### src/rtl/keypad_pkg.sv
// Shared types and keymap for the 4x4 keypad scanner.
package keypad_pkg;

   localparam logic [3:0] KEY_STAR = 4'hE;
   localparam logic [3:0] KEY_HASH = 4'hF;

   // Consecutive empty scans needed in RELEASED before a press may start.
   localparam int unsigned QUAL_SCANS = 4;

   typedef enum logic [1:0] {
      StReleased,
      StPressDeb,
      StHeld,
      StReleaseDeb
   } kp_state_e;

   typedef enum logic [1:0] {
      ScanNone,
      ScanOne,
      ScanMulti
   } scan_kind_e;

   typedef struct packed {
      scan_kind_e kind;
      logic [3:0] code;
   } scan_res_t;

   function automatic logic [3:0] keymap(input logic [1:0] row, input logic [1:0] col);
      logic [3:0] code;
      if (col == 2'd3) begin
         code = 4'hA + {2'b00, row};
      end else if (row != 2'd3) begin
         code = ({2'b00, row} * 4'd3) + {2'b00, col} + 4'd1;
      end else begin
         unique case (col)
            2'd0:    code = KEY_STAR;
            2'd1:    code = 4'h0;
            default: code = KEY_HASH;
         endcase
      end
      return code;
   endfunction

endpackage

### src/rtl/keypad_scanner_if.sv
// Key event handshake bundle between the scanner and its consumer.
interface keypad_scanner_if;

   logic [3:0] key_code;
   logic       key_valid;
   logic       key_ready;
   logic       key_held;
   logic       key_drop;

   modport master (
      output key_code,
      output key_valid,
      output key_held,
      output key_drop,
      input  key_ready
   );

   modport slave (
      input  key_code,
      input  key_valid,
      input  key_held,
      input  key_drop,
      output key_ready
   );

endinterface

### src/rtl/keypad_debounce.sv
// Whole-scan debounce FSM: turns per-scan results into press events.
// Optional auto-repeat while held is enabled by defining KEYPAD_REPEAT_EN.
module keypad_debounce import keypad_pkg::*; #(
   parameter int unsigned DEBOUNCE_SCANS = 4
`ifdef KEYPAD_REPEAT_EN
   ,
   parameter int unsigned REPEAT_SCANS = 64
`endif
) (
   input  logic       clk,
   input  logic       rst_n,
   input  logic       scan_strobe,
   input  scan_res_t  scan_res,
   output logic       press_evt,
   output logic [3:0] press_code,
   output logic       key_held
);

   localparam logic [3:0] DebN  = 4'(DEBOUNCE_SCANS);
   localparam logic [2:0] QualN = 3'(QUAL_SCANS);

   kp_state_e  state_q, state_d;
   logic [3:0] code_q, code_d;
   logic [3:0] cnt_q, cnt_d;
   logic [2:0] qual_q, qual_d;
   logic       is_none, is_one, is_match;

`ifdef KEYPAD_REPEAT_EN
   localparam int unsigned RepW = $clog2(2 * REPEAT_SCANS + 1);
   logic [RepW-1:0] rep_q, rep_d;
`endif

   assign is_none    = (scan_res.kind == ScanNone);
   assign is_one     = (scan_res.kind == ScanOne);
   assign is_match   = is_one && (scan_res.code == code_q);
   assign press_code = scan_res.code;
   assign key_held   = (state_q == StHeld) || (state_q == StReleaseDeb);

   always_comb begin
      state_d   = state_q;
      code_d    = code_q;
      cnt_d     = cnt_q;
      qual_d    = qual_q;
      press_evt = 1'b0;
      if (scan_strobe) begin
         unique case (state_q)
            StReleased: begin
               if (qual_q != QualN) begin
                  qual_d = is_none ? qual_q + 3'd1 : 3'd0;
               end else if (is_one) begin
                  code_d = scan_res.code;
                  cnt_d  = 4'd1;
                  if (DebN == 4'd1) begin
                     state_d   = StHeld;
                     press_evt = 1'b1;
                  end else begin
                     state_d = StPressDeb;
                  end
               end
            end
            StPressDeb: begin
               if (is_match) begin
                  cnt_d = cnt_q + 4'd1;
                  if (cnt_d == DebN) begin
                     state_d   = StHeld;
                     press_evt = 1'b1;
                  end
               end else if (is_one) begin
                  // A different single key restarts qualification with itself.
                  code_d = scan_res.code;
                  cnt_d  = 4'd1;
               end else begin
                  cnt_d = 4'd0;
               end
            end
            StHeld: begin
               if (!is_match) begin
                  state_d = StReleaseDeb;
                  cnt_d   = is_none ? 4'd1 : 4'd0;
                  if (is_none && (DebN == 4'd1)) begin
                     state_d = StReleased;
                     qual_d  = 3'd0;
                  end
               end
            end
            StReleaseDeb: begin
               if (is_match) begin
                  state_d = StHeld;
               end else if (is_none) begin
                  cnt_d = cnt_q + 4'd1;
                  if (cnt_d == DebN) begin
                     state_d = StReleased;
                     qual_d  = 3'd0;
                  end
               end else begin
                  cnt_d = 4'd0;
               end
            end
            default: state_d = StReleased;
         endcase
      end

`ifdef KEYPAD_REPEAT_EN
      // First repeat after 2*REPEAT_SCANS held scans, then every REPEAT_SCANS.
      rep_d = rep_q;
      if (scan_strobe) begin
         if ((state_q == StHeld) && is_match) begin
            if (rep_q == RepW'(2 * REPEAT_SCANS - 1)) begin
               press_evt = 1'b1;
               rep_d     = RepW'(REPEAT_SCANS);
            end else begin
               rep_d = rep_q + 1'b1;
            end
         end else if (press_evt) begin
            rep_d = '0;
         end
      end
`endif
   end

   always_ff @(posedge clk or negedge rst_n) begin
      if (!rst_n) begin
         state_q <= StReleased;
         code_q  <= 4'd0;
         cnt_q   <= 4'd0;
         qual_q  <= 3'd0;
`ifdef KEYPAD_REPEAT_EN
         rep_q   <= '0;
`endif
      end else begin
         state_q <= state_d;
         code_q  <= code_d;
         cnt_q   <= cnt_d;
         qual_q  <= qual_d;
`ifdef KEYPAD_REPEAT_EN
         rep_q   <= rep_d;
`endif
      end
   end

endmodule

### src/rtl/keypad_scanner.sv
// 4x4 matrix keypad scanner: row drive, column sync, scan classification, event handshake.
// Define KEYPAD_REPEAT_EN to enable auto-repeat of a held key.
module keypad_scanner import keypad_pkg::*; #(
   parameter int unsigned SCAN_DIV       = 50000,
   parameter int unsigned DEBOUNCE_SCANS = 4
`ifdef KEYPAD_REPEAT_EN
   ,
   parameter int unsigned REPEAT_SCANS   = 64
`endif
) (
   input  logic                    clk,
   input  logic                    rst_n,
   output logic [3:0]              keypad_rows,
   input  logic [3:0]              keypad_cols,
   keypad_scanner_if.master        key_if
);

   localparam int unsigned SlotW = $clog2(SCAN_DIV);

   logic [SlotW-1:0] slot_q;
   logic [1:0]       row_q;
   logic [3:0]       sync1_q, sync2_q;
   logic [1:0]       acc_cnt_q, acc_cnt_d;
   logic [3:0]       acc_code_q, acc_code_d;
   logic             slot_last, scan_strobe;
   logic [3:0]       low;
   logic [2:0]       row_cnt, sum;
   logic [1:0]       row_col;
   scan_res_t        scan_res;

   logic             press_evt, held;
   logic [3:0]       press_code;
   logic [3:0]       code_q, code_d;
   logic             valid_q, valid_d, drop_q, drop_d;

   assign keypad_rows = ~(4'b0001 << row_q);
   assign slot_last   = (slot_q == SlotW'(SCAN_DIV - 1));
   assign scan_strobe = slot_last && (row_q == 2'd3);
   assign low         = ~sync2_q;

   // Fold this row's sample into the running scan; saturate the key count at 2.
   always_comb begin
      row_cnt = 3'd0;
      row_col = 2'd0;
      for (int i = 0; i < 4; i++) begin
         if (low[i]) begin
            row_cnt = row_cnt + 3'd1;
            row_col = 2'(i);
         end
      end
      sum        = ((row_q == 2'd0) ? 3'd0 : {1'b0, acc_cnt_q}) + row_cnt;
      acc_cnt_d  = (sum >= 3'd2) ? 2'd2 : sum[1:0];
      acc_code_d = (row_cnt == 3'd1) ? keymap(row_q, row_col) : acc_code_q;
      unique case (acc_cnt_d)
         2'd0:    scan_res.kind = ScanNone;
         2'd1:    scan_res.kind = ScanOne;
         default: scan_res.kind = ScanMulti;
      endcase
      scan_res.code = acc_code_d;
   end

   keypad_debounce #(
      .DEBOUNCE_SCANS(DEBOUNCE_SCANS)
`ifdef KEYPAD_REPEAT_EN
      ,
      .REPEAT_SCANS(REPEAT_SCANS)
`endif
   ) u_debounce (
      .clk        (clk),
      .rst_n      (rst_n),
      .scan_strobe(scan_strobe),
      .scan_res   (scan_res),
      .press_evt  (press_evt),
      .press_code (press_code),
      .key_held   (held)
   );

   always_comb begin
      valid_d = valid_q;
      code_d  = code_q;
      drop_d  = 1'b0;
      if (valid_q && key_if.key_ready) valid_d = 1'b0;
      if (press_evt) begin
         if (!valid_q || key_if.key_ready) begin
            valid_d = 1'b1;
            code_d  = press_code;
         end else begin
            drop_d = 1'b1;
         end
      end
   end

   always_ff @(posedge clk or negedge rst_n) begin
      if (!rst_n) begin
         slot_q     <= '0;
         row_q      <= 2'd0;
         sync1_q    <= 4'b1111;
         sync2_q    <= 4'b1111;
         acc_cnt_q  <= 2'd0;
         acc_code_q <= 4'd0;
         code_q     <= 4'd0;
         valid_q    <= 1'b0;
         drop_q     <= 1'b0;
      end else begin
         sync1_q <= keypad_cols;
         sync2_q <= sync1_q;
         if (slot_last) begin
            slot_q     <= '0;
            row_q      <= row_q + 2'd1;
            acc_cnt_q  <= acc_cnt_d;
            acc_code_q <= acc_code_d;
         end else begin
            slot_q <= slot_q + SlotW'(1);
         end
         code_q  <= code_d;
         valid_q <= valid_d;
         drop_q  <= drop_d;
      end
   end

   assign key_if.key_code  = code_q;
   assign key_if.key_valid = valid_q;
   assign key_if.key_drop  = drop_q;
   assign key_if.key_held  = held;

endmodule

### src/flat_wrapper.sv
// flat-port wrapper written by rule: the top's interface ports become plain ports
module keypad_scanner_flat import keypad_pkg::*;
#(
   parameter int unsigned SCAN_DIV       = 50000,
   parameter int unsigned DEBOUNCE_SCANS = 4

)
  (clk, rst_n, keypad_rows, keypad_cols, key_if_key_code, key_if_key_valid, key_if_key_held, key_if_key_drop, key_if_key_ready);
  keypad_scanner_if key_if_i ();
  input  logic clk;
  input  logic rst_n;
  output logic [3:0] keypad_rows;
  input  logic [3:0] keypad_cols;
  output wire logic [$bits(key_if_i.key_code)-1:0] key_if_key_code;
  output wire logic [$bits(key_if_i.key_valid)-1:0] key_if_key_valid;
  output wire logic [$bits(key_if_i.key_held)-1:0] key_if_key_held;
  output wire logic [$bits(key_if_i.key_drop)-1:0] key_if_key_drop;
  input wire logic [$bits(key_if_i.key_ready)-1:0] key_if_key_ready;
  assign key_if_key_code = key_if_i.key_code;
  assign key_if_key_valid = key_if_i.key_valid;
  assign key_if_key_held = key_if_i.key_held;
  assign key_if_key_drop = key_if_i.key_drop;
  assign key_if_i.key_ready = key_if_key_ready;
  keypad_scanner #(.SCAN_DIV(SCAN_DIV), .DEBOUNCE_SCANS(DEBOUNCE_SCANS)) u_core (.clk(clk), .rst_n(rst_n), .keypad_rows(keypad_rows), .keypad_cols(keypad_cols), .key_if(key_if_i));
endmodule
### config.mk
export PLATFORM = sky130hd
export DESIGN_NAME = keypad_scanner_flat
export DESIGN_NICKNAME = d
export VERILOG_FILES = /design/src/rtl/keypad_pkg.sv /design/src/rtl/keypad_scanner_if.sv /design/src/rtl/keypad_debounce.sv /design/src/rtl/keypad_scanner.sv /design/src/flat_wrapper.sv
export SDC_FILE = /design/constraint.sdc
export NUM_CORES = 1
export LEC_CHECK = 0
export CAP_MARGIN = 20
export CELL_PAD_IN_SITES_DETAIL_PLACEMENT = 1
export CELL_PAD_IN_SITES_GLOBAL_PLACEMENT = 1
export CORE_ASPECT_RATIO = 0.7
export CORE_MARGIN = 3
export CORE_UTILIZATION = 45
export CTS_BUF_LIST = sky130_fd_sc_hd__clkbuf_16
export DETAILED_ROUTE_END_ITERATION = 6
export GPL_ROUTABILITY_DRIVEN = 1
export MAX_ROUTING_LAYER = met4
export PLACE_DENSITY = 0.86
export SYNTH_ARGS = -nofsm -noshare
export SYNTH_HDL_FRONTEND = slang
export SYNTH_SLANG_ARGS = --single-unit
### constraint.sdc
create_clock -name clk -period 4.9 [get_ports clk]
set_input_delay 0.49 -clock clk [delete_from_list [all_inputs] [get_ports clk]]
set_output_delay 0.49 -clock clk [all_outputs]
set_load 0.05 [all_outputs]
==> reports/qor.csv <==
metric,value,unit
status,"complete, no violations",
grt_start_max_net_pins,52,
layout-area-overhead-vs-synth,13.3,%
worst_setup_path_start_kind,register,
synth-async-reset-ratio,100,%
setup-violations-final,0,
synth.lib_cells_used.distinct,64,
post-cts-setup-buffers,0,
cp.arrival,4.76,ns
hold_viol_final,0,
detail_route.vias_per_cell,5.63,
1st_iter_drt_viols,146,
post_synth_mux_area_share,3.90,%
utilization_after_layout,54.3,%
xor_xnor_portion_of_the_synthesized_cell_area,5.85,%
avgSynthCellArea,9.90,sq um
drc,0,
fin_crit_sh,93.5,%
yosys_most_used_dff,dfrtp_1,
synth_compound_area_share,13.1,%
die_width,105,um
clock-skew-final,0.00791,ns
synth_cells,311,
num_antenna_cells,0,
antenna_found_initial,0,
cts_hold_buffers_added,0,
synth_fp_nets,337,
max_freq,218,MHz
worst_r2r_startpoint,u_core.sync2_q[0],
layout.area.seq,1290,sq um
seq_area_frac_synth,41.8,%
globalRoute.totalOverflow,0,
cts_root_buffer,clkbuf_16,
maxCapViolations,0,
timing.critical_path.to_type,register,
netlist_area,3080,sq um
crit_path_start,u_core.sync2_q[0],
ys.warnings.count,0,
insertion_delay,0.29,ns
num_vias,2354,
power-per-cell-area,272,nW/um^2
cts_htree_levels,2,
dp_slack,0.340,ns
worstPathMaxFanout,9,
setup.worst_path.class,reg -> reg,
synth_enable_flop_cells,0,
layout_min_cycle_time,4.58,ns
fp-row-count,24,
globalplace.congestion,0.835,
setup-tns-final,0,ns
synth-simple-area-share,22.1,%
grt_use_total,21.3,%
die-height,75.2,um
cp_data_required_time,5.08,ns
nNetsFinal,352,
synth-adder-area-share,8.45,%
min-delay-path-class,in -> async,
die-area,7890,sq um
maxSlewViolCount,0,
cts_buffer_depth,2,
drt-total-wl,7420,um
first_pass_iters,4,
top_level_ports,18,
setup_slack,0.319,ns
route.detailed.wl_per_inst,17.8,um
initial_utilization,47.9,%
io_buf_count,17,
multiInputGateArea,1640,sq um
first_global_vias,2476,
clkTransAtPathRegs,0.07,ns
synth_seq_cells,51,
tightest_slew,0.652,ns
leakagePower,1.56,nW
first_pass_grt_wire_length,12900,um
clock_tree_from_tritoncts,done,
drive_gt1_share,11.9,%
number_of_gates_resized_after_cts,0,
antenna_violating_nets_left,0,
total_power,0.949,mW
tritoncts.num_buffers,5,
cts_sinks,51,
synth_top_family_by_area,simple AND/OR/NAND/NOR gates,
post-dp-hpwl,5270,um
filler_cell_count,750,
max_slew_margin,56.5,%
vdd.ir_drop.worst,139,uV
core_area,6430,sq um
grt_setup_unrepaired,no,
==> metrics by stage <==
step / instances / hold WS [ns] / cell area, sq um
after floorplan: 311 / 0.194 / 3080
after global routing: 418 / 0.365 / 3490
final: 418 / 0.312 / 3490
after CTS: 418 / 0.334 / 3490
after detailed placement: 410 / 0.349 / 3320
after global placement: 410 / 0.347 / 3320
==> sequential cells by signal, indices dropped and copies added (netlist names) <==
name	cells
u_core.acc_cnt_q	2
u_core.u_debounce.code_q	4
u_core.key_if.key_valid	1
u_core.u_debounce.qual_q	3
u_core.row_q	2
u_core.slot_q	16
u_core.sync1_q	4
u_core.sync2_q	4
u_core.u_debounce.state_q	2
u_core.u_debounce.cnt_q	4
u_core.key_if.key_code	4
u_core.key_if.key_drop	1
u_core.acc_code_q	4
==> final timing paths <==
check	to	slack [ns]	depth (start not counted)
min in group clk	u_core.sync2_q[2]	0.36	0
max in group asynchronous	u_core.u_debounce.code_q[0]	4.15	2
worst min-delay path	u_core.u_debounce.cnt_q[2]	0.31	2
worst max-delay path	u_core.u_debounce.code_q[3]	0.32	14
worst min register to register	u_core.sync2_q[2]	0.36	0
worst max register to register	u_core.u_debounce.code_q[3]	0.32	14
==> critical path, stage by stage, from the launching register on <==
cell,delay [ns]
dfstp_2,0.54
inv_1,0.05
ha_1,0.40
xnor2_1,0.20
ha_1,0.30
nor2_1,0.06
a31oi_4,0.29
inv_2,0.12
fa_1,0.40
xnor3_1,0.36
nor2b_1,0.46
nand2_1,0.27
or3_1,0.50
a21oi_1,0.18
mux2_2,0.34
==> layer usage <==
| metal | routed length [um] | up-vias | GRT usage, % |
|---|---|---|---|
| li1 | - | 1108 | - |
| met2 | 3510 | 37 | 33.3 |
| met5 | 0 | - | - |
| met1 | 3710 | 1207 | 30.1 |
| met4 | 25 | 0 | 3.06 |
| met3 | 179 | 2 | 3.60 |
==> synth_stat cells (3+ instances only) <==
library cell  number  share of area, %
a21oi_1            8               1.3
a31oi_1            4              0.81
and3_1             3              0.61
clkbuf_1           6              0.73
dfrtp_1           43                35
dfstp_2            8               6.8
fa_1               3               2.0
ha_1              16               6.5
inv_1             25               3.0
mux2_1             3               1.1
mux2_2             5               1.8
mux2i_1            3              0.98
nand2_1           35               4.3
nand2b_1           6               1.2
nand3_1           12               2.0
nand3b_1           3              0.73
nand4_1            4              0.81
nor2_1            21               2.6
nor2b_1            8               1.6
o21ai_0           16               2.6
or3_1              6               1.2
xnor2_1            9               2.6
xor2_1             9               2.6
==> cell type report <==
class	instances	share of cell area [%]
multi-input combinational	223	47.1
timing repair buffer	19	5.16
tap	91	3.26
clock buffer	5	3.59
inverter	26	2.80
clock inverter	3	1.22
sequential	51	36.9
==> layout by cell type (no fill, tap or decap), types with 3 or more instances in the layout <==
| cell type | n |
|---|---|
| nand3b_1 | 3 |
| a21oi_1 | 8 |
| or3_1 | 6 |
| xnor2_1 | 9 |
| mux2i_1 | 3 |
| clkdlybuf4s50_1 | 16 |
| nand2_1 | 35 |
| dfstp_2 | 8 |
| nor2b_1 | 8 |
| mux2_2 | 5 |
| nand3_1 | 12 |
| nand4_1 | 4 |
| a31oi_1 | 4 |
| nor2_1 | 21 |
| mux2_1 | 3 |
| xor2_1 | 9 |
| fa_1 | 3 |
| dfrtp_1 | 43 |
| and3_1 | 3 |
| nand2b_1 | 6 |
| inv_1 | 25 |
| o21ai_0 | 16 |
| clkbuf_16 | 5 |
| ha_1 | 16 |
==> kinds of logic (layout without fill, tap and decap cells) <==
logic type                 after synthesis  count (layout)
DFF                                     51              51
and+or+nand+nor                        121             121
adders and majority gates               19              19
muxes                                   11              11
AOI/OAI and AO/OA                       53              53
buffers and inverters                   37              53
xor gates and xnor gates                19              19
==> report_power, final <==
group | switching, mW | internal, mW
sequential | 0.00555 | 0.427
clock | 0.162 | 0.241
combinational | 0.0728 | 0.0399
total | 0.240 | 0.708
Note: power is estimated with default switching activity, not from simulation.
